$ cat src/rtl/stack_arbiter.sv
// stack_arbiter
//   Shares one DEPTH-entry, 8-bit stack between NUM_REQ requesters. Requests are
//   granted round-robin and one stack operation is in flight at a time. The
//   arbiter pulses the stack's push or pop for one cycle, waits out the stack's
//   two-cycle registered latency, then returns pop data and error status to the
//   winning requester.
//
//   FSM: IDLE -> ISSUE -> WAIT1 -> WAIT2 -> RESP -> IDLE. Ops that are rejected
//   without touching the stack take the short path IDLE -> RESP. All outputs
//   are registered.
//
//   Optional feature macro: STACK_ARB_OCC_EN
//     Adds a local occupancy counter and the occupancy port. Pushes into a full
//     stack and pops from an empty one are then rejected without a stack pulse.
//
// Ports
//   clk           in   rising-edge clock
//   reset_n       in   asynchronous active-low reset
//   req_push      in   [NUM_REQ]   push request per requester, held until its resp_valid
//   req_pop       in   [NUM_REQ]   pop request per requester, held until its resp_valid
//   req_data      in   [8*NUM_REQ] push data, requester i at [8*i+7:8*i]
//   resp_valid    out  [NUM_REQ]   one-hot completion pulse to the served requester
//   resp_data     out  [8]         popped byte, valid with resp_valid
//   resp_error    out  1           op failed (overflow, underflow or illegal)
//   stk_push      out  1           stack push strobe
//   stk_pop       out  1           stack pop strobe
//   stk_data_in   out  [8]         stack write data
//   stk_data_out  in   [8]         stack read data
//   stk_error     in   1           stack error flag
//   occupancy     out  [5]         entries held (STACK_ARB_OCC_EN only)

module stack_arbiter #(
    parameter int NUM_REQ = 4,
    parameter int DEPTH   = 16
) (
    input  logic                 clk,
    input  logic                 reset_n,
    input  logic [NUM_REQ-1:0]   req_push,
    input  logic [NUM_REQ-1:0]   req_pop,
    input  logic [8*NUM_REQ-1:0] req_data,
    output logic [NUM_REQ-1:0]   resp_valid,
    output logic [7:0]           resp_data,
    output logic                 resp_error,
    output logic                 stk_push,
    output logic                 stk_pop,
    output logic [7:0]           stk_data_in,
    input  logic [7:0]           stk_data_out,
    input  logic                 stk_error
`ifdef STACK_ARB_OCC_EN
    ,
    output logic [4:0]           occupancy
`endif
);

    localparam int IW = (NUM_REQ > 1) ? $clog2(NUM_REQ) : 1;

    typedef enum logic [2:0] {
        IDLE  = 3'd0,
        ISSUE = 3'd1,
        WAIT1 = 3'd2,
        WAIT2 = 3'd3,
        RESP  = 3'd4
    } state_t;

    state_t               state, state_d;
    logic [IW-1:0]        rr, rr_d;
    logic [IW-1:0]        winner, winner_d;
    logic                 op_pop, op_pop_d;
    logic [NUM_REQ-1:0]   resp_valid_d;
    logic [7:0]           resp_data_d;
    logic                 resp_error_d;
    logic                 stk_push_d, stk_pop_d;
    logic [7:0]           stk_data_in_d;

    // Round-robin selection signals.
    logic [NUM_REQ-1:0]   active;
    logic [NUM_REQ-1:0]   rot;
    logic                 found;
    logic [IW-1:0]        off;
    logic [IW:0]          sum;
    logic [IW-1:0]        pick;
    logic                 sel_push, sel_pop;
    logic [7:0]           sel_data;
    logic                 reject;

`ifdef STACK_ARB_OCC_EN
    logic [4:0]           occ, occ_d;
`endif

    // Rotate the active vector so bit 0 is the requester at the rr pointer;
    // the lowest set bit of the rotated vector is the next winner.
    always_comb begin
        // NOTE: every signal driven here gets a default first, so no path can
        // leave it unassigned and infer a latch.
        active = req_push | req_pop;
        rot    = NUM_REQ'({active, active} >> rr);
        found  = |active;
        off    = '0;
        for (int k = NUM_REQ - 1; k >= 0; k--) begin
            if (rot[k]) off = IW'(k);
        end
        sum  = {1'b0, rr} + {1'b0, off};
        pick = (sum >= (IW+1)'(NUM_REQ)) ? IW'(sum - (IW+1)'(NUM_REQ)) : IW'(sum);

        sel_push = 1'b0;
        sel_pop  = 1'b0;
        sel_data = '0;
        for (int i = 0; i < NUM_REQ; i++) begin
            if (pick == IW'(i)) begin
                sel_push = req_push[i];
                sel_pop  = req_pop[i];
                sel_data = req_data[8*i +: 8];
            end
        end

        // Ops answered with an error without reaching the stack.
        reject = sel_push & sel_pop;
`ifdef STACK_ARB_OCC_EN
        reject = reject | (sel_push & (occ == 5'(DEPTH))) | (sel_pop & (occ == 5'd0));
`endif
    end

    always_comb begin
        state_d       = state;
        rr_d          = rr;
        winner_d      = winner;
        op_pop_d      = op_pop;
        resp_valid_d  = '0;
        resp_data_d   = '0;
        resp_error_d  = 1'b0;
        stk_push_d    = 1'b0;
        stk_pop_d     = 1'b0;
        stk_data_in_d = '0;
`ifdef STACK_ARB_OCC_EN
        occ_d         = occ;
`endif

        unique case (state)
            IDLE: begin
                if (found) begin
                    winner_d = pick;
                    op_pop_d = sel_pop;
                    if (reject) begin
                        state_d      = RESP;
                        resp_valid_d = NUM_REQ'(1) << pick;
                        resp_error_d = 1'b1;
                    end else begin
                        state_d       = ISSUE;
                        stk_push_d    = sel_push;
                        stk_pop_d     = sel_pop;
                        stk_data_in_d = sel_push ? sel_data : 8'h00;
                    end
                end
            end
            ISSUE: state_d = WAIT1;
            WAIT1: state_d = WAIT2;
            WAIT2: begin
                // Stack results are valid in this cycle; capture them on the
                // transition into RESP.
                state_d      = RESP;
                resp_valid_d = NUM_REQ'(1) << winner;
                resp_error_d = stk_error;
                resp_data_d  = (op_pop && !stk_error) ? stk_data_out : 8'h00;
`ifdef STACK_ARB_OCC_EN
                if (!stk_error) occ_d = op_pop ? occ - 5'd1 : occ + 5'd1;
`endif
            end
            RESP: begin
                state_d = IDLE;
                rr_d    = (winner == IW'(NUM_REQ - 1)) ? '0 : winner + IW'(1);
            end
            default: state_d = IDLE;
        endcase
    end

    always_ff @(posedge clk or negedge reset_n) begin
        if (!reset_n) begin
            state       <= IDLE;
            rr          <= '0;
            winner      <= '0;
            op_pop      <= 1'b0;
            resp_valid  <= '0;
            resp_data   <= '0;
            resp_error  <= 1'b0;
            stk_push    <= 1'b0;
            stk_pop     <= 1'b0;
            stk_data_in <= '0;
`ifdef STACK_ARB_OCC_EN
            occ         <= '0;
`endif
        end else begin
            // NOTE: non-blocking assignments so every register updates from
            // the values present before this clock edge.
            state       <= state_d;
            rr          <= rr_d;
            winner      <= winner_d;
            op_pop      <= op_pop_d;
            resp_valid  <= resp_valid_d;
            resp_data   <= resp_data_d;
            resp_error  <= resp_error_d;
            stk_push    <= stk_push_d;
            stk_pop     <= stk_pop_d;
            stk_data_in <= stk_data_in_d;
`ifdef STACK_ARB_OCC_EN
            occ         <= occ_d;
`endif
        end
    end

`ifdef STACK_ARB_OCC_EN
    assign occupancy = occ;
`endif

endmodule

$ cat config.mk
export PLATFORM = sky130hd
export DESIGN_NAME = stack_arbiter
export DESIGN_NICKNAME = d
export VERILOG_FILES = /design/src/rtl/stack_arbiter.sv
export SDC_FILE = /design/constraint.sdc
export NUM_CORES = 1
export LEC_CHECK = 0
export ABC_AREA = 1
export BUFFER_PORTS_ARGS = -buffer_cell sky130_fd_sc_hd__buf_4
export CAP_MARGIN = 0
export CORE_UTILIZATION = 52
export CTS_CLUSTER_SIZE = 25
export DETAILED_ROUTE_END_ITERATION = 10
export MAX_ROUTING_LAYER = met4
export PLACE_DENSITY = 0.85
export SLEW_MARGIN = 25
export SYNTH_ARGS = -nofsm -noshare
export SYNTH_HDL_FRONTEND = slang
export SYNTH_SLANG_ARGS = --single-unit
$ cat constraint.sdc
create_clock -name clk -period 4.4 [get_ports clk]
set_input_delay 0.66 -clock clk [delete_from_list [all_inputs] [get_ports clk]]
set_output_delay 0.66 -clock clk [all_outputs]
set_load 0.005 [all_outputs]
==> results.md, run 1 <==
* Vias after detailed routing at 1756
* Switching power at 912 uW
* Remaining design rule violation count at 0
* Share of the cycle needed by the critical path after routing at 69.7%
* Share of flip-flops with an asynchronous set or reset after synthesis at 100%
* Synth unique cells at 33
* Total Routed Length at 4.30 mm
* Switching portion of total power at 49.1%
* Antenna violations before repair at 0
* Synth warn at 0
* Capture point of the worst reg-to-reg path: op_pop
* Placeable core area at 3390 um2
* TritonCTS clock tree: done
* Post-synthesis adder-cell area fraction at 3.37%
* First-pass iteration count of the detailed router at 4
* Die width at 61.7 um
* Filler Cells Inserted at 274
* Power density over the cells at 736 nW/um2
* Crit Path Class: input pin to flip-flop
* Starting DRT DRC Count at 66
* Post-synthesis mux area share at 0%
* Vias in the first global route at 1550
* Maximum clock path buffer count at 2
* Leakage Power at 0.00139 uW
* Power Total at 1860 uW
* Peak supply drop at 430 uV
* Main combinational cell family by area after synthesis: simple AND/OR/NAND/NOR gates
* Fraction of synthesized cell area in xor and xnor cells at 0.877%
* Path depth of the worst reg2reg path at 14
* Inserted Diodes at 0
* Rows at 21
* Final total negative setup slack at 0 ps
* Worst R2R Start: rr[0]
* Final critical path time including I/O delays and setup at 3070 ps
* Slew margin rel. at 37.8%
* Non-Filler Cell Area, Final at 2520 um2
* Highest clock frequency the design can meet at 326 MHz
* Avg Synthesized Cell Area at 7.93 um2
* Final setup viols at 0
* Clock network fraction of design power at 12.2%
* Max cap viols at 0
* Global routing usage summed across all routing layers at 24.7%
* Tightest hold margin at 245 ps
* Global route total overflow at 0
* Number of flops mapped to enable cells by yosys at 0
* Register-to-register setup slack at 1450 ps
* Insertion delay to the later sink of the worst-skew pair at 320 ps
* Crit end category: flip-flop
* Fraction of the mapped netlist area in simple logic gates at 43.4%
* DR WL/cell at 12.1 um
* Area of the die at 3810 um2
* Seq cells post-synth at 31
* Internal at 947 uW
* Area of the mapped netlist at 1860 um2
* Worst Path Arrival at 3240 ps
* Startpoint Class: input pin
* Number of standard cells after synthesis at 234
* H-tree level count at 2
* Cell area after placement at 2440 um2
* Layout cells sized above 1 at 36.7%
* Port Buf Inserts at 73
* Worst-path clk slew at 100 ps
* Count of hold buffers inserted by post-cts repair at 0
* Required arrival time at the worst endpoint at 4570 ps
* Share of the yosys chip area belonging to registers at 41.8%
* Final core utilization at 74.5%
* Final Hold Fails at 0
* Combinational share of power at 64.8%
* Layout area overhead at 36.1%
* RSZ-0062 raised after global routing: no
* Starting utilization of the core area at 54.7%
* TritonCTS Buffers at 5
* CTS-repair resized insts at 0
* Ratio of routed vias to standard cells at 4.92
* Master cell of the clock root buffer: sky130_fd_sc_hd__clkbuf_4
* Post-CTS setup-driven buffer insertion count at 0
* Net count reported at finish at 366
* Worst-case clock skew at 10.5 ps
* Final HPWL from detailed placement at 3.34 mm
* Largest net degree at the start of global routing at 32
* Commonest register cell after synthesis: sky130_fd_sc_hd__dfrtp_1
* Floorplan die height at 61.7 um
* Transition at the pin with the smallest max-transition slack at 927 ps
* Placer Congestion at 0.811
* Sequential fraction of design power at 22.9%
* Compound-gate portion of the synthesized area at 5.19%
* Path type of the worst min-delay path: input pin to async pin
* First-pass GRT wire length at 6.62 mm
* Post-synthesis net count at 290
* Antenna viol nets, final at 0
* Clock net sink count at 31
* Number of primary I/O pins at 74
* Count of final max-slew check failures at 0
* Max FO, Critical Path at 19
* Run status: finished clean
-- synth_stat cells, types with 3 or more instances --
cell                       instances  area share [%]
sky130_fd_sc_hd__nor2_1           30             6.1
sky130_fd_sc_hd__inv_1            15             3.0
sky130_fd_sc_hd__nand2_4           4             2.4
sky130_fd_sc_hd__nand4_1          10             3.4
sky130_fd_sc_hd__or2_0             3             1.0
sky130_fd_sc_hd__nand2_2           8             2.7
sky130_fd_sc_hd__o21ai_0           7             1.9
sky130_fd_sc_hd__a21boi_0          4             1.6
sky130_fd_sc_hd__nand3_4           3             2.8
sky130_fd_sc_hd__nand3_1           8             2.2
sky130_fd_sc_hd__clkbuf_1          3            0.61
sky130_fd_sc_hd__or2_2             9             3.0
sky130_fd_sc_hd__inv_2             3            0.61
sky130_fd_sc_hd__nand2_1          74              15
sky130_fd_sc_hd__ha_1              5             3.4
sky130_fd_sc_hd__dfrtp_1          31              42
-- cells by family after synthesis --
| kind of cell | count (synthesis) |
|---|---|
| DFF | 31 |
| buffers and inverters | 24 |
| xor gates and xnor gates | 1 |
| and+or+nand+nor | 157 |
| adders and majority gates | 5 |
| AOI/OAI and AO/OA | 16 |
-- worst max-delay path by stage --
| stage | to | slack (ps) | start |
|---|---|---|---|
| 3_5_place_dp | op_pop | 1040 | req_pop[0] |
| 2_1_floorplan | op_pop | 1710 | req_pop[0] |
| 3_3_place_gp | op_pop | 1100 | req_pop[0] |
| 6_report | op_pop | 1330 | req_pop[0] |
| 4_1_cts | op_pop | 1380 | req_pop[0] |
| 5_1_grt | op_pop | 1090 | req_pop[0] |
-- per-layer routing --
metal | vias to the layer above | track usage (%) | share of wire [%]
met4 | 0 | 6.35 | 0.79
met5 | - | - | 0
li1 | 893 | - | -
met3 | 4 | 7.04 | 7.0
met1 | 793 | 31.3 | 45
met2 | 66 | 39.0 | 47
-- worst max-delay path, stage by stage --
cell	delay (ps)
sky130_fd_sc_hd__buf_4	110
sky130_fd_sc_hd__nor2_1	220
sky130_fd_sc_hd__nand2_1	110
sky130_fd_sc_hd__nand3_1	110
sky130_fd_sc_hd__nand2_2	70
sky130_fd_sc_hd__a31oi_1	150
sky130_fd_sc_hd__nor2_1	60
sky130_fd_sc_hd__ha_1	380
sky130_fd_sc_hd__clkinv_1	480
sky130_fd_sc_hd__or2_2	500
sky130_fd_sc_hd__nand3_4	100
sky130_fd_sc_hd__nand2_2	100
sky130_fd_sc_hd__nand2_1	90
sky130_fd_sc_hd__o21ai_0	80
-- layout by cell type (no fill, tap or decap) --
master / instances
sky130_fd_sc_hd__buf_4: 73
sky130_fd_sc_hd__nand3_4: 3
sky130_fd_sc_hd__xor2_2: 1
sky130_fd_sc_hd__ha_1: 5
sky130_fd_sc_hd__dfrtp_1: 31
sky130_fd_sc_hd__nor3b_1: 1
sky130_fd_sc_hd__a21boi_0: 4
sky130_fd_sc_hd__a31oi_1: 1
sky130_fd_sc_hd__clkinv_1: 1
sky130_fd_sc_hd__nand2_4: 4
sky130_fd_sc_hd__nor3_1: 1
sky130_fd_sc_hd__nand2_2: 8
sky130_fd_sc_hd__inv_4: 1
sky130_fd_sc_hd__a21oi_1: 1
sky130_fd_sc_hd__nor2_4: 1
sky130_fd_sc_hd__o21ai_1: 1
sky130_fd_sc_hd__nand4_1: 10
sky130_fd_sc_hd__nand3_2: 1
sky130_fd_sc_hd__or2_2: 9
sky130_fd_sc_hd__inv_1: 15
sky130_fd_sc_hd__or2_1: 1
sky130_fd_sc_hd__nand3b_1: 1
sky130_fd_sc_hd__nor2_8: 1
sky130_fd_sc_hd__nand4_4: 1
sky130_fd_sc_hd__inv_2: 3
sky130_fd_sc_hd__clkbuf_8: 1
sky130_fd_sc_hd__o31ai_1: 1
sky130_fd_sc_hd__nand3_1: 8
sky130_fd_sc_hd__clkbuf_4: 5
sky130_fd_sc_hd__nand2_1: 74
sky130_fd_sc_hd__nor2_1: 30
sky130_fd_sc_hd__clkinv_2: 1
sky130_fd_sc_hd__a211oi_1: 1
sky130_fd_sc_hd__or2_0: 3
sky130_fd_sc_hd__bufinv_16: 1
sky130_fd_sc_hd__o21ai_0: 7
-- stage by stage --
step                      std cells  worst slack, ps
final                           357             1330
after detailed placement        349             1040
after global placement          349             1100
after floorplan                 234             1710
after CTS                       357             1380
after global routing            357             1090
-- flip-flops by register name (all words and copies together) (netlist names) --
name and flops:
resp_valid 4, stk_pop 1, rr 2, state 3
stk_push 1, op_pop 1, resp_data 8, winner 2
stk_data_in 8, resp_error 1
-- layout make-up --
cell class / instances / area, um2 / share of cell area, %
clock inverter: 2 / 35.0 / 1.39
sequential: 31 / 776 / 30.7
inverter: 20 / 77.6 / 3.07
clock buffer: 6 / 51.3 / 2.03
tap: 46 / 57.6 / 2.28
timing repair buffer: 73 / 548 / 21.7
multi-input combinational: 179 / 980 / 38.8
-- power by group through the flow --
stage          clock [uW]  sequential (uW)  combinational [uW]
5_1_grt               244              438                1360
3_3_place_gp            0              431                1180
4_1_cts               234              426                1210
3_5_place_dp            0              431                1200
6_report              228              426                1210
2_1_floorplan           0              429                 927
No activity file was read; power rests on OpenSTA's default activity.
==> inputs of run 2 (changes only) <==
--- a/config.mk
+++ b/config.mk
@@ -8,11 +8,11 @@
 export ABC_AREA = 1
 export BUFFER_PORTS_ARGS = -buffer_cell sky130_fd_sc_hd__buf_4
 export CAP_MARGIN = 0
-export CORE_UTILIZATION = 52
+export CORE_UTILIZATION = 44
 export CTS_CLUSTER_SIZE = 25
 export DETAILED_ROUTE_END_ITERATION = 10
 export MAX_ROUTING_LAYER = met4
-export PLACE_DENSITY = 0.85
+export PLACE_DENSITY = 0.77
 export SLEW_MARGIN = 25
 export SYNTH_ARGS = -nofsm -noshare
 export SYNTH_HDL_FRONTEND = slang
==> constraint.sdc (replaced) <==
create_clock -name clk -period 2.7 [get_ports clk]
set_input_delay 0.405 -clock clk [delete_from_list [all_inputs] [get_ports clk]]
set_output_delay 0.405 -clock clk [all_outputs]
set_load 0.005 [all_outputs]
==> run 2 against run 1 <==
  * Power is 83% higher
  * Routed wire length is 11% higher
  * Sequential share of layout area is 1.3 points lower
  * Sequential power is 65% higher
  * Clock power is 60% higher
  * Non-clock buffer count is 9 higher
  * Worst hold slack worse by 200 ps
  * Register-to-register slack worse by 1300 ps
  * Worst setup slack worse by 1100 ps
  * Critical path depth is 3 higher
  * Clock skew is 6.0 ps lower
  * First-iteration DRC count is 120% higher
  * Critical path type is now flip-flop to flip-flop
  * Highest routed layer unchanged
==> results.md, run 2 (synthesized netlist as in run 1, its figures left out) <==
* Insertion delay to the later sink of the worst-skew pair at 280 ps (-40 ps)
* Placer Congestion at 0.778 (-4.1%)
* Final HPWL from detailed placement at 3.76 mm (+12%)
* Port Buf Inserts at 73 (unchanged)
* Slew margin rel. at 48.2% (+10 points)
* Leakage Power at 0.00144 uW (+3.6%)
* Ratio of routed vias to standard cells at 4.78 (-2.9%)
* Run status: finished clean
* Crit end category: flip-flop
* Starting utilization of the core area at 46.1% (-8.7 points)
* Worst path most repeated cell: sky130_fd_sc_hd__nand2_1
* Layout area overhead at 42.4%
* Logic depth of the worst setup path including buffers at 17 (+3)
* Antenna violations before repair at 0 (unchanged)
* Commonest cells after routing, fill and taps aside: 81 x sky130_fd_sc_hd__buf_4, 74 x sky130_fd_sc_hd__nand2_1, 30 x sky130_fd_sc_hd__dfrtp_1
* Count of hold buffers inserted by post-cts repair at 0 (unchanged)
* Vias in the first global route at 1651 (+6.5%)
* Max FO, Critical Path at 9 (-10)
* Inserted Diodes at 0 (unchanged)
* Final Hold Fails at 0 (unchanged)
* Total Routed Length at 4.79 mm (+11%)
* Area of the die at 4480 um2 (+18%)
* Switching power at 1650 uW (+81%)
* RSZ-0062 raised after global routing: yes
* Required arrival time at the worst endpoint at 2910 ps (-1660 ps)
* Final core utilization at 65.6% (-8.9 points)
* Antenna viol nets, final at 0 (unchanged)
* Floorplan die height at 66.9 um (+8.4%)
* Worst-path clk slew at 70 ps (-30 ps)
* Master cell of the clock root buffer: sky130_fd_sc_hd__clkbuf_8
* First-pass iteration count of the detailed router at 4 (unchanged)
* TritonCTS clock tree: done
* Peak supply drop at 679 uV (+58%)
* Register-to-register setup slack at 190 ps (-1260 ps)
* Worst Path Arrival at 2720 ps (-520 ps)
* Clock network fraction of design power at 10.7% (-1.5 points)
* Net count reported at finish at 376 (+2.7%)
* Final critical path time including I/O delays and setup at 2510 ps
* Buffering stage count on the worst path with inverters included at 3 (+1)
* Crit Path Class: flip-flop to flip-flop
* Max stage delay cell, worst path: sky130_fd_sc_hd__dfrtp_2
* Area used by multi-input combinational logic at 1010 um2 (+3.1%)
* Remaining design rule violation count at 0 (unchanged)
* Path depth of the worst reg2reg path at 17 (+3)
* Final setup viols at 0 (unchanged)
* Max cap viols at 0 (unchanged)
* Most common cell after layout, fill and taps aside: sky130_fd_sc_hd__buf_4
* Register area at 777 um2 (+0.16%)
* Global routing usage summed across all routing layers at 23.4% (-1.3 points)
* Startpoint Class: flip-flop
* Crit path max-delay family: simple AND/OR/NAND/NOR gates
* Worst-case clock skew at 4.49 ps (-6.01 ps)
* Internal at 1750 uW (+85%)
* Rows at 23 (+9.5%)
* Sequential fraction of design power at 20.6% (-2.3 points)
* TritonCTS Buffers at 5 (unchanged)
* Path type of the worst min-delay path: input pin to async pin
* Combinational share of power at 68.7% (+3.9 points)
* Global route total overflow at 0 (unchanged)
* Filler Cells Inserted at 341 (+24%)
* Max stage delay on crit path at 460 ps (-40 ps)
* Switching portion of total power at 48.5% (-0.60 points)
* Final total negative setup slack at 0 ps (unchanged)
* Count of final max-slew check failures at 0 (unchanged)
* Share of the cycle needed by the critical path after routing at 92.9%
* Number of primary I/O pins at 74 (unchanged)
* Highest clock frequency the design can meet at 399 MHz
* Die width at 66.9 um (+8.4%)
* Power Total at 3400 uW (+83%)
* H-tree level count at 2 (unchanged)
* Transition at the pin with the smallest max-transition slack at 775 ps (-152 ps)
* Vias after detailed routing at 1768 (+0.68%)
* Largest registers ranked by flip-flop count: resp_data x8, stk_data_in x8, resp_valid x4
* First-pass GRT wire length at 7.49 mm (+13%)
* Power density over the cells at 1290 nW/um2 (+75%)
* Maximum clock path buffer count at 2 (unchanged)
* Tightest hold margin at 44.6 ps (-201 ps)
* Starting DRT DRC Count at 146 (+120%)
* DR WL/cell at 12.9 um (+7.5%)
* Largest net degree at the start of global routing at 32 (unchanged)
* Clock net sink count at 31 (unchanged)
* Series of cell instances along the critical path: inv_2 > nand2_1 > nand2_1 > nand2_1 > a31oi_1 > nor2_1 > ha_2 > xor2_2 > inv_1 > nand3_4 > nand2_4 > inv_4 > nor2_8 > nand2_2 > nand2_4 > nand4_2 > nor2_1
* Placeable core area at 4030 um2 (+19%)
* Layout cells sized above 1 at 39.7% (+3.0 points)
==> run 2: layout make-up <==
cell class,instances,share of cell area (%)
Sequential cell,31,29.4
Clock buffer,6,3.13
Multi-Input combinational cell,180,38.2
Clock inverter,1,0.189
Timing Repair Buffer,82,23.8
Inverter,20,2.94
Tap cell,50,2.37
==> run 2: final timing paths <==
path	start	endpoint
setup / recovery	rr[0]	stk_data_in[2]
hold / removal	reset_n	resp_data[3]
setup reg to reg	rr[0]	stk_data_in[2]
hold reg to reg	winner[0]	rr[0]
max in group asynchronous	reset_n	rr[0]
min in group clk	stk_error	resp_error
==> run 2: stage by stage <==
step,instances,setup slack (ps),cell area [um2]
after global placement,362,40.8,2520
after CTS,369,117,2610
final,370,191,2640
after floorplan,234,260,1860
after detailed placement,362,-85.8,2520
after global routing,370,-10.5,2640
==> run 2: routing by layer <==
| layer | up-vias | track usage (%) | wire length, um |
|---|---|---|---|
| li1 | 914 | - | - |
| met1 | 796 | 27.3 | 2030 |
| met2 | 53 | 39.8 | 2410 |
| met3 | 5 | 4.97 | 278 |
| met4 | 0 | 7.98 | 68 |
| met5 | - | - | 0 |
==> run 2: repair_timing <==
action,in CTS,in global routing
setup endpoints to repair,0,12
buffers inserted,0,0
resized for setup,0,8
hold endpoints to repair,0,0
==> run 2: power by group through the flow <==
stage / sequential [uW] / combinational [uW] / clock, uW
2_1_floorplan: 699 / 1510 / 0
3_3_place_gp: 702 / 2160 / 0
3_5_place_dp: 706 / 2230 / 0
4_1_cts: 698 / 2240 / 371
5_1_grt: 720 / 2610 / 396
6_report: 702 / 2340 / 364
==> inputs of run 3 (changes only) <==
--- a/config.mk
+++ b/config.mk
@@ -8,11 +8,11 @@
 export ABC_AREA = 1
 export BUFFER_PORTS_ARGS = -buffer_cell sky130_fd_sc_hd__buf_4
 export CAP_MARGIN = 0
-export CORE_UTILIZATION = 44
+export CORE_UTILIZATION = 52
 export CTS_CLUSTER_SIZE = 25
 export DETAILED_ROUTE_END_ITERATION = 10
 export MAX_ROUTING_LAYER = met4
-export PLACE_DENSITY = 0.77
+export PLACE_DENSITY = 0.95
 export SLEW_MARGIN = 25
 export SYNTH_ARGS = -nofsm -noshare
 export SYNTH_HDL_FRONTEND = slang
==> constraint.sdc (replaced) <==
create_clock -name clk -period 2.9 [get_ports clk]
set_input_delay 0.435 -clock clk [delete_from_list [all_inputs] [get_ports clk]]
set_output_delay 0.435 -clock clk [all_outputs]
set_load 0.005 [all_outputs]
==> run 3 against run 2 <==
  * Die area fell by 15%
  * Critical endpoint unchanged
  * Highest routed layer unchanged
  * Register-to-register slack gained 100 ps
  * Power decreased by 18%
==> results.md, run 3 (synthesized netlist as in run 1, its figures left out) <==
* Total Routed Length at 4.61 mm (-3.8%)
* Clock net sink count at 31 (unchanged)
* Buffering stage count on the worst path with inverters included at 3 (unchanged)
* Slew margin rel. at 48.0% (-0.15 points)
* TritonCTS clock tree: done
* Leakage Power at 0.00139 uW (-3.4%)
* Crit Path Class: flip-flop to flip-flop
* Worst-path clk slew at 100 ps (+30 ps)
* Final total negative setup slack at 0 ps (unchanged)
* Final critical path time including I/O delays and setup at 2610 ps (+97.5 ps)
* Insertion delay to the later sink of the worst-skew pair at 330 ps (+50 ps)
* H-tree level count at 2 (unchanged)
* Clock network fraction of design power at 9.2% (-1.5 points)
* Die width at 61.7 um (-7.8%)
* Number of primary I/O pins at 74 (unchanged)
* Layout area overhead at 35.7%
* Series of cell instances along the critical path: inv_2 > nand2_1 > nand2_1 > nand2_1 > a31oi_1 > nor2_1 > ha_1 > xor2_2 > inv_1 > nand3_4 > nand2_4 > inv_4 > nor2_8 > nand2_2 > nand2_4 > nand4_4 > nor2_1
* Global route total overflow at 0 (unchanged)
* Area of the die at 3810 um2 (-15%)
* Power density over the cells at 1120 nW/um2 (-13%)
* Area used by multi-input combinational logic at 980 um2 (-3.0%)
* Starting DRT DRC Count at 124 (-15%)
* Ratio of routed vias to standard cells at 4.96 (+3.8%)
* Placer Congestion at 0.898 (+15%)
* Max stage delay on crit path at 470 ps (about the same)
* Floorplan die height at 61.7 um (-7.8%)
* Worst-case clock skew at 12.3 ps (+7.81 ps)
* Required arrival time at the worst endpoint at 3170 ps (+260 ps)
* Path type of the worst min-delay path: input pin to async pin
* Switching portion of total power at 50.5% (+2.0 points)
* Master cell of the clock root buffer: sky130_fd_sc_hd__clkbuf_4
* RSZ-0062 raised after global routing: no
* Final critical-path setup slack at 293 ps (+102 ps)
* Antenna viol nets, final at 0 (unchanged)
* Largest net degree at the start of global routing at 32 (unchanged)
* Net count reported at finish at 369 (-1.9%)
* First-pass iteration count of the detailed router at 5 (+1)
* Met2 layer usage reported by global route at 45.0% (+5.2 points)
* Setup Slack @ Placement at 71.8 ps (+158 ps)
* Final HPWL from detailed placement at 3.58 mm (-4.8%)
* Max FO, Critical Path at 11 (+2)
* M1 GR Usage at 29.9% (+2.6 points)
* Final Hold Fails at 0 (unchanged)
* Final setup viols at 0 (unchanged)
* Filler Cells Inserted at 240 (-30%)
* Worst Path Arrival at 2870 ps (+150 ps)
* Sequential fraction of design power at 23.1% (+2.5 points)
* Count of hold buffers inserted by post-cts repair at 0 (unchanged)
* Startpoint Class: flip-flop
* Maximum clock path buffer count at 2 (unchanged)
* Transition at the pin with the smallest max-transition slack at 777 ps (+2.24 ps)
* Worst path most repeated cell: sky130_fd_sc_hd__nand2_1
* Largest registers ranked by flip-flop count: resp_data x8, stk_data_in x8, resp_valid x4
* Rows at 21 (-8.7%)
* Layout cells sized above 1 at 37.1% (-2.6 points)
* Remaining design rule violation count at 0 (unchanged)
* Internal at 1390 uW (-21%)
* Crit path max-delay family: simple AND/OR/NAND/NOR gates
* Most common cell after layout, fill and taps aside: sky130_fd_sc_hd__buf_4
* Antenna violations before repair at 0 (unchanged)
* Commonest cells after routing, fill and taps aside: 76 x sky130_fd_sc_hd__buf_4, 74 x sky130_fd_sc_hd__nand2_1, 31 x sky130_fd_sc_hd__dfrtp_1
* Max stage delay cell, worst path: sky130_fd_sc_hd__dfrtp_1
* Crit end category: flip-flop
* Starting utilization of the core area at 54.7% (+8.7 points)
* Run status: finished clean
* Share of the cycle needed by the critical path after routing at 89.9% (-3.0 points)
* Highest clock frequency the design can meet at 384 MHz (-3.7%)
* Count of final max-slew check failures at 0 (unchanged)
* Vias after detailed routing at 1780 (+0.68%)
* Peak supply drop at 594 uV (-13%)
* Switching power at 1420 uW (-14%)
* Port Buf Inserts at 73 (unchanged)
* Busiest layer in global routing: met2
* Combinational share of power at 67.7% (-1.0 points)
* Placeable core area at 3390 um2 (-16%)
* Global routing usage summed across all routing layers at 26.7% (+3.2 points)
* Register area at 776 um2 (-0.16%)
* Max cap viols at 0 (unchanged)
* CTS-repair resized insts at 0 (unchanged)
* First-pass GRT wire length at 7.03 mm (-6.1%)
* Inserted Diodes at 0 (unchanged)
* TritonCTS Buffers at 5 (unchanged)
* Post-CTS setup-driven buffer insertion count at 0 (unchanged)
* Vias in the first global route at 1686 (+2.1%)
* DR WL/cell at 12.8 um (-0.87%)
* Met3 global-route usage at 7.87% (+2.9 points)
## run 3: cell types whose count changed in the layout (fill, tap and decap cells not counted), sizes merged
cell,before,now
buf,82,76
nand4,12,11
## run 3: metal layers
metal | up-vias | share of wire [%]
li1 | 899 | -
met1 | 795 | 41
met2 | 76 | 50
met3 | 10 | 7.3
met4 | 0 | 1.7
met5 | - | 0
## run 3: per-stage QoR
stage               total power (uW)  cells  util [%]  hold WS [ps]  cell area, um2
finish                          2810    359      74.3          13.3            2520
global route                    3080    359      74.3          21.4            2520
CTS                             2800    359      74.3          28.1            2520
detailed placement              2530    352      72.6           387            2460
global placement                2460    352      72.6           383            2460
floorplan                       2060    234         -           139            1860
## run 3: path summary, 6_finish.rpt
path / cells after the start / endpoint / slack [ps] / startpoint
min in group clk: 3 / resp_data[5] / 320 / stk_data_out[5]
min reg2reg: 1 / rr[0] / 530 / winner[0]
max: 17 / stk_data_in[2] / 290 / rr[0]
max in group asynchronous: 1 / winner[1] / 2600 / reset_n
max reg2reg: 17 / stk_data_in[2] / 290 / rr[0]
min: 1 / resp_valid[3] / 10 / reset_n
## run 3: cell type report
cell class                 count  share of cell area [%]
clock buffer                   6                    2.04
clock inverter                 1                   0.199
inverter                      20                    3.08
multi-input combinational    179                    38.9
sequential                    31                    30.8
tap                           46                    2.29
timing repair buffer          76                    22.7
## run 3: power groups by stage
stage                     sequential, uW  clock (uW)  combinational, uW
after global placement               651           0               1810
final                                649         259               1900
after CTS                            648         260               1890
after floorplan                      651           0               1410
after global routing                 668         288               2120
after detailed placement             656           0               1870
